<file path="config.mk">
export PLATFORM = sky130hd
export DESIGN_NAME = c_arb_merge2_32b
export DESIGN_NICKNAME = d
export VERILOG_FILES = /design/src/rtl/c_hs_pkg.sv /design/src/rtl/c_hold_slot.sv /design/src/rtl/c_arb_merge2_32b.sv
export SDC_FILE = /design/constraint.sdc
export NUM_CORES = 1
export LEC_CHECK = 0
export CAP_MARGIN = 5
export CORE_UTILIZATION = 32
export DETAILED_ROUTE_END_ITERATION = 6
export SETUP_SLACK_MARGIN = 0.5
export SKIP_CTS_REPAIR_TIMING = 1
export SLEW_MARGIN = 10
export SYNTH_ARGS = -nofsm -noshare
export SYNTH_HDL_FRONTEND = slang
export SYNTH_SLANG_ARGS = --single-unit
</file>
<file path="constraint.sdc">
create_clock -name clk -period 1.7 [get_ports clk]
set_clock_uncertainty 0.1 [all_clocks]
set_input_delay 0.255 -clock clk [delete_from_list [all_inputs] [get_ports clk]]
set_output_delay 0.255 -clock clk [all_outputs]
set_load 0.02 [all_outputs]
</file>
<file path="src/rtl/c_hs_pkg.sv">
// ----------------------------------------------------------------------------
// c_hs_pkg
// Shared definitions for the drive/free handshake arbiter family.
//
// Contents:
//   DATA_W_DEF  default payload width
//   ST_*        arbiter FSM state encodings (2-bit, legacy-compatible constants)
//   GRANT_NONE  o_grant value while no requester is granted
//   onehot2()   1-bit requester index -> one-hot 2-bit grant vector
// ----------------------------------------------------------------------------
package c_hs_pkg;

    localparam int DATA_W_DEF = 32;

    localparam logic [1:0] ST_IDLE = 2'd0;
    localparam logic [1:0] ST_SEND = 2'd1;
    localparam logic [1:0] ST_WAIT = 2'd2;

    localparam logic [1:0] GRANT_NONE = 2'b00;

    function automatic logic [1:0] onehot2(input logic idx);
        return idx ? 2'b10 : 2'b01;
    endfunction

endpackage

</file>
<file path="src/rtl/c_hold_slot.sv">
// ----------------------------------------------------------------------------
// c_hold_slot
// One-entry holding register with a full flag for a single requester.
//
// Ports:
//   clk    in   clock, all logic on posedge
//   rst    in   synchronous active-high reset (slot empty)
//   load   in   capture din if the slot is empty; ignored while full
//   clear  in   empty the slot (wins over load in the same cycle)
//   din    in   payload to capture
//   dout   out  held payload
//   full   out  slot currently holds a payload
// ----------------------------------------------------------------------------
module c_hold_slot
    import c_hs_pkg::*;
#(
    parameter int DATA_W = DATA_W_DEF
) (
    input  logic              clk,
    input  logic              rst,
    input  logic              load,
    input  logic              clear,
    input  logic [DATA_W-1:0] din,
    output logic [DATA_W-1:0] dout,
    output logic              full
);

    logic [DATA_W-1:0] data_reg;
    logic              full_reg;

    always_ff @(posedge clk) begin
        if (rst) begin
            data_reg <= '0;
            full_reg <= 1'b0;
        end else if (clear) begin
            // A drive landing on the clear cycle is dropped: the requester
            // has to wait for its free pulse before driving again.
            full_reg <= 1'b0;
        end else if (load && !full_reg) begin
            data_reg <= din;
            full_reg <= 1'b1;
        end
    end

    assign dout = data_reg;
    assign full = full_reg;

endmodule

</file>
<file path="src/rtl/c_arb_merge2_32b.sv">
// ----------------------------------------------------------------------------
// c_arb_merge2_32b
// 2:1 round-robin arbiter/merger for drive/free handshake channels. Each
// requester owns a one-entry holding slot; one transfer is in flight at a
// time through IDLE -> SEND -> WAIT -> IDLE. All outputs are registered.
//
// Ports:
//   clk, rst                 clock, synchronous active-high reset
//   i_drive0/1, i_data0/1_32 requester drive pulse + payload
//   o_free0/1                one-cycle pulse: slot consumed, may drive again
//   o_driveNext, o_data_32   downstream drive pulse + granted payload
//   i_freeNext               downstream free pulse (honoured only in WAIT)
//   o_grant                  one-hot grantee in SEND/WAIT, 2'b00 in IDLE
//   o_timeout                sticky abort flag (only with C_ARB_TIMEOUT_EN)
//
// Build option: define C_ARB_TIMEOUT_EN to abort a WAIT that sees no
// i_freeNext within TIMEOUT cycles of o_driveNext.
// ----------------------------------------------------------------------------
module c_arb_merge2_32b
    import c_hs_pkg::*;
#(
    parameter int DATA_W  = DATA_W_DEF,
    parameter int TIMEOUT = 255,
    parameter int CNT_W   = 8
) (
    input  logic              clk,
    input  logic              rst,
    input  logic              i_drive0,
    input  logic [DATA_W-1:0] i_data0_32,
    output logic              o_free0,
    input  logic              i_drive1,
    input  logic [DATA_W-1:0] i_data1_32,
    output logic              o_free1,
    output logic              o_driveNext,
    output logic [DATA_W-1:0] o_data_32,
    input  logic              i_freeNext,
    output logic [1:0]        o_grant
`ifdef C_ARB_TIMEOUT_EN
    ,
    output logic              o_timeout
`endif
);

    // ------------------------------------------------------------------
    // Holding slots
    // ------------------------------------------------------------------
    logic [1:0]        drive_vec;
    logic [DATA_W-1:0] data_in   [2];
    logic [DATA_W-1:0] slot_data [2];
    logic [1:0]        slot_full;
    logic [1:0]        slot_clear;

    assign drive_vec  = {i_drive1, i_drive0};
    assign data_in[0] = i_data0_32;
    assign data_in[1] = i_data1_32;

    generate
        for (genvar gi = 0; gi < 2; gi++) begin : g_slot
            c_hold_slot #(
                .DATA_W (DATA_W)
            ) u_slot (
                .clk   (clk),
                .rst   (rst),
                .load  (drive_vec[gi]),
                .clear (slot_clear[gi]),
                .din   (data_in[gi]),
                .dout  (slot_data[gi]),
                .full  (slot_full[gi])
            );
        end
    endgenerate

    // ------------------------------------------------------------------
    // State
    // ------------------------------------------------------------------
    logic [1:0]        state_reg;
    logic              last_grant_reg;   // index of the last slot served
    logic              grant_idx_reg;    // index of the slot in flight
    logic [1:0]        grant_reg;
    logic              drive_next_reg;
    logic [1:0]        free_reg;
    logic [DATA_W-1:0] data_reg;

    logic pick_valid;
    logic pick_idx;
    logic abort;
    logic done;

    // Round-robin pick: a lone full slot wins outright; on a tie the slot
    // that was not served last goes next.
    always_comb begin
        pick_valid = |slot_full;
        pick_idx   = 1'b0;
        if (slot_full == 2'b11) begin
            pick_idx = ~last_grant_reg;
        end else begin
            pick_idx = slot_full[1];
        end
    end

    // Transfer finishes on the downstream free, or on a timeout abort.
    assign done       = (state_reg == ST_WAIT) && (i_freeNext || abort);
    assign slot_clear = done ? onehot2(grant_idx_reg) : 2'b00;

    always_ff @(posedge clk) begin
        if (rst) begin
            state_reg      <= ST_IDLE;
            last_grant_reg <= 1'b1;
            grant_idx_reg  <= 1'b0;
            grant_reg      <= GRANT_NONE;
            drive_next_reg <= 1'b0;
            free_reg       <= 2'b00;
            data_reg       <= '0;
        end else begin
            drive_next_reg <= 1'b0;
            free_reg       <= 2'b00;
            case (state_reg)
                ST_IDLE: begin
                    if (pick_valid) begin
                        data_reg       <= slot_data[pick_idx];
                        grant_idx_reg  <= pick_idx;
                        grant_reg      <= onehot2(pick_idx);
                        drive_next_reg <= 1'b1;
                        state_reg      <= ST_SEND;
                    end
                end
                ST_SEND: begin
                    state_reg <= ST_WAIT;
                end
                ST_WAIT: begin
                    if (done) begin
                        free_reg       <= onehot2(grant_idx_reg);
                        last_grant_reg <= grant_idx_reg;
                        grant_reg      <= GRANT_NONE;
                        state_reg      <= ST_IDLE;
                    end
                end
                default: begin
                    state_reg <= ST_IDLE;
                end
            endcase
        end
    end

    assign o_driveNext = drive_next_reg;
    assign o_data_32   = data_reg;
    assign o_grant     = grant_reg;
    assign o_free0     = free_reg[0];
    assign o_free1     = free_reg[1];

    // ------------------------------------------------------------------
    // Optional WAIT timeout
    // ------------------------------------------------------------------
`ifdef C_ARB_TIMEOUT_EN
    logic [CNT_W-1:0] cnt_reg;
    logic             timeout_reg;

    // The counter is zero in the o_driveNext cycle and advances every cycle
    // of the transfer, so the abort's free pulse lands exactly TIMEOUT
    // cycles after o_driveNext. A same-cycle i_freeNext beats the abort.
    assign abort = (state_reg == ST_WAIT) && !i_freeNext &&
                   (cnt_reg == CNT_W'(TIMEOUT - 1));

    always_ff @(posedge clk) begin
        if (rst) begin
            cnt_reg     <= '0;
            timeout_reg <= 1'b0;
        end else begin
            if (state_reg == ST_IDLE) begin
                cnt_reg <= '0;
            end else begin
                cnt_reg <= cnt_reg + 1'b1;
            end
            if (abort) begin
                timeout_reg <= 1'b1;
            end
        end
    end

    assign o_timeout = timeout_reg;
`else
    assign abort = 1'b0;
`endif

endmodule

</file>
==> qor.yml <==
outcome:
  status: "finished with violations"
  violations: "design-rule violations"
setup_path:
  worstSetupStartpoint: "state_reg[0]"
  endpoint_kind: "register"
  r2r_cells: 5
  crit_end: "g_slot[0].u_slot.dout[14]"
  r2r_end: "g_slot[0].u_slot.dout[14]"
  path_class: "register to register"
  r2r_start: "state_reg[0]"
  worst_path_max_delay_cell: "dfxtp_4"
  arrival_ns: 1.77
  crit_path_max_incr_delay_ns: 0.39
  critPathMaxFanout: 9
  crit_required_ns: 1.88
  startpoint_type: "register"
  ff2ff_setup_slack_ns: 0.11
  path_cells: "and4bb_2 > nor3b_4 > buf_6 > clkbuf_16 > mux2i_1"
cts:
  htree_levels: 3
  cts.sinks: 107
  clock-root-buffer: "clkbuf_16"
  clk_latency_ns: 0.35
  cts_tree: "done"
  cts_buffers: 9
  clock_path_buffers: 2
  path_clk_slew_ns: 0.07
layout:
  largest_reg_flops: 64
  antenna_cells: 0
  drive_gt1_share_pct: 26.8
  nets: 689
  syn2layout_area_growth_pct: 44.7
  fin_area_um2: 6980
placement:
  dpl_cell_area_um2: 6100
  dp_hpwl_mm: 8.40
  gp_congestion: 0.724
  port_buffers: 105
  dpl_worst_slack_ns: -0.236
synthesis:
  synth-seq-area-share_pct: 44.4
  avgSynthCellArea_um2: 9.44
  synth_cell_types: 26
  synth_area_leaders: "dfxtp_1 (44%), nand2b_1 (17%), mux2i_1 (13%)"
  synth_edf_count: 0
  synth-seq-cells: 107
  syn_nets: 580
  ys_async_sr_fraction_pct: 0
  ys_warn_count: 0
  ys.flop_type: "dfxtp_1"
  synth_top_area_cell: "dfxtp_1"
  syn_inst: 511
  synth_area_um2: 4820
  synth_top_cell_area_share_pct: 44.4
routing:
  firstDrtPassIters: 6
  initialDrtViolationCount: 178
  drc: 10
  viasPerCell: 5.10
  wire_per_inst_um: 17.1
  drtAntennaViolNets: 0
  num_vias: 4117
  routed_wl_mm: 13.8
floorplanning:
  dieHeight_um: 125
  start_util_pct: 32.9
  ios: 106
  core_region_area_um2: 14600
  dieArea_um2: 15600
  rows: 44
  die_w_um: 125
power_and_ir_drop:
  power_mw: 6.08
  leakage_nw: 2.58
  power.switching_mw: 1.62
  p_clk_share_pct: 33.1
  power.density_nw_per_um2: 872
  vdd_drop_max_mv: 0.554
  combPwrFrac_pct: 21.1
  p_sw_share_pct: 26.7
  p_seq_share_pct: 45.8
  intPower_mw: 4.46
global_route:
  grt_use_total_pct: 16.3
  grt_pass1_wl_mm: 20.0
  globalRoute.totalOverflow: 0
  antenna_found_initial: 0
  grt_pass1_vias: 3942
  grt_max_degree: 55
sta:
  finalSetupViolations: 0
  rsz0062_at_grt: "yes"
  tightest_slew_ns: 0.347
  fin_crit_sh_pct: 93.6
  final-hold-violation-count: 0
  max_slew_margin_pct: 76.8
  fmax_ghz: 0.628
  final.setup.worst_slack_ns: 0.109
  maxSlewViolCount: 0
  min_period_ns: 1.59
job:
  drv_cap: 0
worst_hold_path:
  hp-class: "input pin to register"
kinds of logic after synthesis:
group	share of synthesized area (%)
mux	13.5
buf+inv	6.35
flops	44.4
simple gates	27.0
compound gates	8.79
per-stage QoR:
stage                     std cells  hold slack (ns)  setup TNS [ns]  utilization [%]
after detailed placement        771            0.361           -7.48             41.7
final                           808            0.228               0             47.7
after CTS                       786            0.232         -0.0174             43.6
after global routing            808            0.251               0             47.7
after global placement          771            0.357           -4.78             41.7
after floorplan                 511            0.265               0                -
placed cells by master (no fill, tap or decap), types with 2 or more instances in the layout:
cell / n
nand3_2: 16
dfxtp_4: 3
nor2_1: 3
o21ai_0: 4
clkbuf_8: 3
buf_4: 27
nand4_1: 32
nand3_4: 2
o211ai_1: 2
clkdlybuf4s50_1: 66
nor3_1: 2
nor2_4: 2
nor3b_4: 2
o21ai_1: 27
nand2b_1: 129
buf_8: 5
buf_2: 2
nand3_1: 15
nand2_1: 3
buf_6: 26
a31oi_1: 31
dfxtp_1: 70
clkinv_2: 2
dfxtp_2: 34
o21ai_2: 2
buf_12: 13
clkbuf_16: 17
mux2i_1: 64
a21oi_1: 4
final cells by class:
type	instances	area, um2
Sequential cell	107	2200
Multi-Input combinational cell	353	2550
Clock buffer	13	270
Fill cell	1364	7660
Tap cell	184	230
Clock inverter	2	10.0
Timing Repair Buffer	149	1720
power by group through the flow:
stage	sequential, mW	combinational, mW	clock, mW
final	2.78	1.29	2.01
after global routing	2.80	1.37	2.16
after CTS	2.77	1.02	2.06
after detailed placement	2.82	1.01	0
after global placement	2.82	0.992	0
after floorplan	2.83	0.589	0
how the worst min path moves through the flow:
stage	slack (ns)	start	cells after the start	to
final	0.23	i_freeNext	4	state_reg[1]
after global routing	0.25	rst	2	o_data_32[20]
after detailed placement	0.36	g_slot[0].u_slot.dout[30]	2	g_slot[0].u_slot.dout[30]
after CTS	0.23	rst	2	o_data_32[21]
after floorplan	0.27	i_drive1	1	g_slot[1].u_slot.full
after global placement	0.36	last_grant_reg	2	last_grant_reg
critical path: cells and delay by family (launching register included):
family | cells | cell delay [ns]
flops | 1 | 0.39
mux | 1 | 0.19
buf+inv | 2 | 0.38
simple gates | 2 | 0.45
cell usage after synthesis, types with 5 or more instances:
cell type and n:
nand3_1 33, nand4_1 32, o21ai_0 33, nor2_1 5
buf_2 13, dfxtp_1 107, a31oi_1 32, clkbuf_1 29
mux2i_1 65, nand2b_1 130
metal layers:
metal	global-route usage, %	part of all wire [%]	up-vias
met5	0	0	-
met4	6.39	1.5	0
met3	3.09	3.8	20
met2	28.2	50	97
met1	20.0	45	1988
li1	-	-	2012
No activity file was read; power rests on OpenSTA's default activity.
==> edit 1, RTL diff (same settings) <==
The package constant `DATA_W_DEF` goes from 32 to 16.
--- a/src/rtl/c_hs_pkg.sv
+++ b/src/rtl/c_hs_pkg.sv
@@ -10,7 +10,7 @@
 // ----------------------------------------------------------------------------
 package c_hs_pkg;
 
-    localparam int DATA_W_DEF = 32;
+    localparam int DATA_W_DEF = 16;
 
     localparam logic [1:0] ST_IDLE = 2'd0;
     localparam logic [1:0] ST_SEND = 2'd1;
Ports: changed (resized i_data0_32, i_data1_32 and o_data_32); port bits go from 106 to 58. No check against the original RTL was run, so the function may have changed too.
==> edit 1 against the unedited design <==
Clock power is 48% lower; worst setup slack better by 0.12 ns; area after synthesis fell by 46%; final area down 46%; routed wire length decreased by 54%; total power shrank 43%; sequential cell count down 48; non-clock buffer count decreased by 71; count of clock-buffer cells in the layout decreased by 3; final cell count fell by 44%; largest cell class unchanged; highest routed layer unchanged.
==> edit 1: results (changes against the unedited design) <==
- Combinational group share of total power: 23.2% (+2.1 points)
- Initial DRC count: 97 (-46%)
- Max-Slew Margin vs Limit: 79.4% (+2.6 points)
- Synth cell types: 30 (+15%)
- Syn nets: 310 (-47%)
- Signal buffers: 78 (-48%)
- Inverters: 1 (+1)
- Area growth syn-to-layout: 45.4%
- Sequential cell area: 0.00122 mm² (-44%)
- CP max stage cell: dfxtp_2
- Clock root buffer: clkbuf_8
- Vias/cell: 4.56 (-10%)
- Arrival time worst endpoint: 1.63 ns (-0.14 ns)
- CLK BUF: 10 (-3)
- DRT Pass-1 Iters: 4 (-2)
- Layout cells sized above 1: 33.2% (+6.5 points)
- Met1 WL: 3.03 mm (-51%)
- Largest net degree at the start of global routing: 64 (+16%)
- Met2 wire len: 2.93 mm (-57%)
- NonClk Buf Share: 20.5% (-4.1 points)
- Global-route met3 utilization: 3.32% (+0.22 points)
- ClkCell Share: 4.23% (+0.22 points)
- Grt met2 use: 18.9% (-9.3 points)
- M1 GR Usage: 20.4% (+0.35 points)
- Synth top area cells: dfxtp_1, nand2b_1, mux2i_1
- WL met3: 255 µm (-52%)
- Vias in the first global route: 1897 (-52%)
- Nets: 381 (-45%)
- Status: finished, final reports clean
- Post-synthesis sequential area ratio: 45.4% (+1.0 points)
- Total track usage: 14.2% (-2.1 points)
- First-pass GRT wire length: 9.27 mm (-54%)
- Post-place setup slack: -0.0726 ns (+0.163 ns)
- Synth cell count leaders: nand2b_1, dfxtp_1, nand2_1
- I/O Buffers: 57 (-46%)
- Lkg Pwr: 1.55 nW (-40%)
- DP Area: 0.00328 mm² (-46%)
- Final GP Congestion: 0.724 (about the same)
- Number of fill cells: 718 (-47%)
- Multi-input combinational area share: 39.5% (+2.9 points)
- Max Fanout on Critical Path: 16 (+7)
- Power Sequential: 0.00161 W (-42%)
- Switching Power: 0.00102 W (-37%)
- Final wirelength: 6.35 mm (-54%)
- VDD IR max: 421 µV (-24%)
- Number of multi-input logic gates: 195 (-45%)
- Post-Synthesis Cells: 273 (-47%)
- Non-filler cells, final: 451 (-44%)
[edit 1: cell types whose count changed after synthesis, sizes merged, moves of 32 or more]
cell / unedited run / this run
nand3: 33 / 0
o21ai: 33 / 1
mux2i: 65 / 33
nand2b: 130 / 65
dfxtp: 107 / 59
nand4: 32 / 0
a31oi: 32 / 0
[edit 1: kinds of logic (layout without fill, tap and decap cells)]
kind of cell | Yosys count | after routing | share of synthesized area (%)
AOI/OAI and AO/OA | 42 | 42 | 11.6
and+or+nand+nor | 118 | 120 | 25.2
DFF | 59 | 59 | 45.4
muxes | 33 | 33 | 12.7
buffers and inverters | 21 | 95 | 5.10
[edit 1: final timing paths]
path	start	endpoint	slack, ns	cells after the start
max	grant_idx_reg	g_slot[0].u_slot.dout[6]	0.23	4
min	rst	o_grant[0]	0.18	3
max reg2reg	grant_idx_reg	g_slot[0].u_slot.dout[6]	0.23	4
min reg2reg	g_slot[0].u_slot.dout[15]	o_data_32[15]	0.37	2
==> edit 2, RTL diff (config.mk and constraints unchanged) <==
Made on the original files. The option `C_ARB_TIMEOUT_EN` is turned on by a define.
--- a/src/rtl/c_arb_merge2_32b.sv
+++ b/src/rtl/c_arb_merge2_32b.sv
@@ -16,6 +16,8 @@
 // Build option: define C_ARB_TIMEOUT_EN to abort a WAIT that sees no
 // i_freeNext within TIMEOUT cycles of o_driveNext.
 // ----------------------------------------------------------------------------
+`define C_ARB_TIMEOUT_EN
+
 module c_arb_merge2_32b
     import c_hs_pkg::*;
 #(
Check against the original RTL (old outputs only; new: o_timeout): no difference found for any inputs over 10 cycles, from zero or initial values and one cycle with rst high; that may be too few to reach the edited logic, so the function may still have changed.
==> edit 2 against the unedited design <==
The flow still finishes with violations (design-rule violations); final area up 4.6%; total power grew 20%; worst setup slack worse by 0.095 ns; core utilization is 2.0 points higher; non-clock buffer count decreased by 5; fmax is 5.6% lower; area after synthesis is 1.1% higher; routed wire length shrank 6.5%; sequential cell count is 9 higher; first-iteration DRC count is 79% higher; largest cell class unchanged; largest power group is now the clock network.
==> edit 2: results (changes against the unedited design) <==
- Status: finished with violations
- Violated checks: design-rule violations
- Worst-margin pin slew: 0.400 ns (+0.0522 ns)
- Synth cell count leaders: dfxtp_1, nand2b_1, mux2i_1
- Total track usage: 15.9% (-0.46 points)
- Layout cells sized above 1: 29.0% (+2.2 points)
- Synth Area per Inst: 10.2 µm² (+7.6%)
- Logic power comb: 0.00113 W (-12%)
- Die ar.: 0.0157 mm² (+1.0%)
- Post-place setup slack: -0.247 ns (-0.0111 ns)
- Vias in the first global route: 3898 (-1.1%)
- Compound-gate portion of the synthesized area: 9.39% (+0.60 points)
- P_int: 0.00555 W (+24%)
- Flop-to-flop setup slack: 0.01 ns (-0.09 ns)
- Post-synthesis sequential area ratio: 47.6% (+3.2 points)
- Pwr per Cell Area: 1000 mW/mm² (+15%)
- Post-route DRC: 5 (-5)
- Clock Latency Late Sink: 0.41 ns (+0.06 ns)
- CP max stage cell: dfxtp_2
- Syn nets: 551 (-5.0%)
- Max Fanout on Critical Path: 6 (-3)
- Post-Synth Adder-Cell Area: 0.513% (+0.51 points)
- Nets: 676 (-1.9%)
- DRT Pass-1 Iters: 7 (+1)
- DP Area: 0.00632 mm² (+3.7%)
- VDD IR max: 706 µV (+27%)
- I/O Buffers: 106 (+0.95%)
- Synth cell types: 37 (+42%)
- Fin Hold WS: 0.126 ns (-0.102 ns)
- Synth Area in XOR/XNOR: 0.898% (+0.90 points)
- Final wirelength: 12.9 mm (-6.5%)
- M1 GR Usage: 19.7% (-0.33 points)
- Lkg Pwr: 2.83 nW (+9.8%)
- Cell family with most CP delay: compound AO/OA/AOI/OAI gates
- Multiplexer share of the synthesized area: 13.1% (-0.35 points)
- Largest net degree at the start of global routing: 51 (-7.3%)
- Per-cell routed wire length: 16.1 µm (-5.8%)
- Final GP Congestion: 0.722 (-0.26%)
- Vias/cell: 4.90 (-3.9%)
- Total CTS buffers: 17 (+8)
- Initial DRC count: 319 (+79%)
- Grt met2 use: 25.3% (-2.9 points)
- First-pass GRT wire length: 19.5 mm (-2.7%)
- Cells after DPL: 754 (-2.2%)
- Clk pwr share: 43.7% (+11 points)
- Synth top area cells: dfxtp_1, mux2i_1, nand2b_1
- Dpl hpwl: 7.93 mm (-5.5%)
- H-tree Lvls: 4 (+1)
- Max Freq: 593 MHz (-5.6%)
[edit 2: metal layers]
| metal | up-vias | wire length [µm] |
|---|---|---|
| li1 | 1917 | - |
| met1 | 1879 | 5840 |
| met2 | 114 | 6210 |
| met3 | 16 | 717 |
| met4 | 0 | 180 |
| met5 | - | 0 |
[edit 2: final timing paths]
check,cells after the start,to,from
worst max-delay path,8,g_slot[1].u_slot.dout[29],cnt_reg[0]
worst min-delay path,2,o_data_32[18],rst
worst max register to register,8,g_slot[1].u_slot.dout[29],cnt_reg[0]
worst min register to register,2,g_slot[1].u_slot.dout[26],g_slot[1].u_slot.dout[26]
[edit 2: final cells by class]
class | count | area, µm²
Fill cell | 1342 | 7400
Sequential cell | 116 | 2390
Clock buffer | 28 | 517
Inverter | 5 | 18.8
Timing Repair Buffer | 144 | 1630
Clock inverter | 4 | 20.0
Multi-Input combinational cell | 321 | 2490
Tap cell | 184 | 230
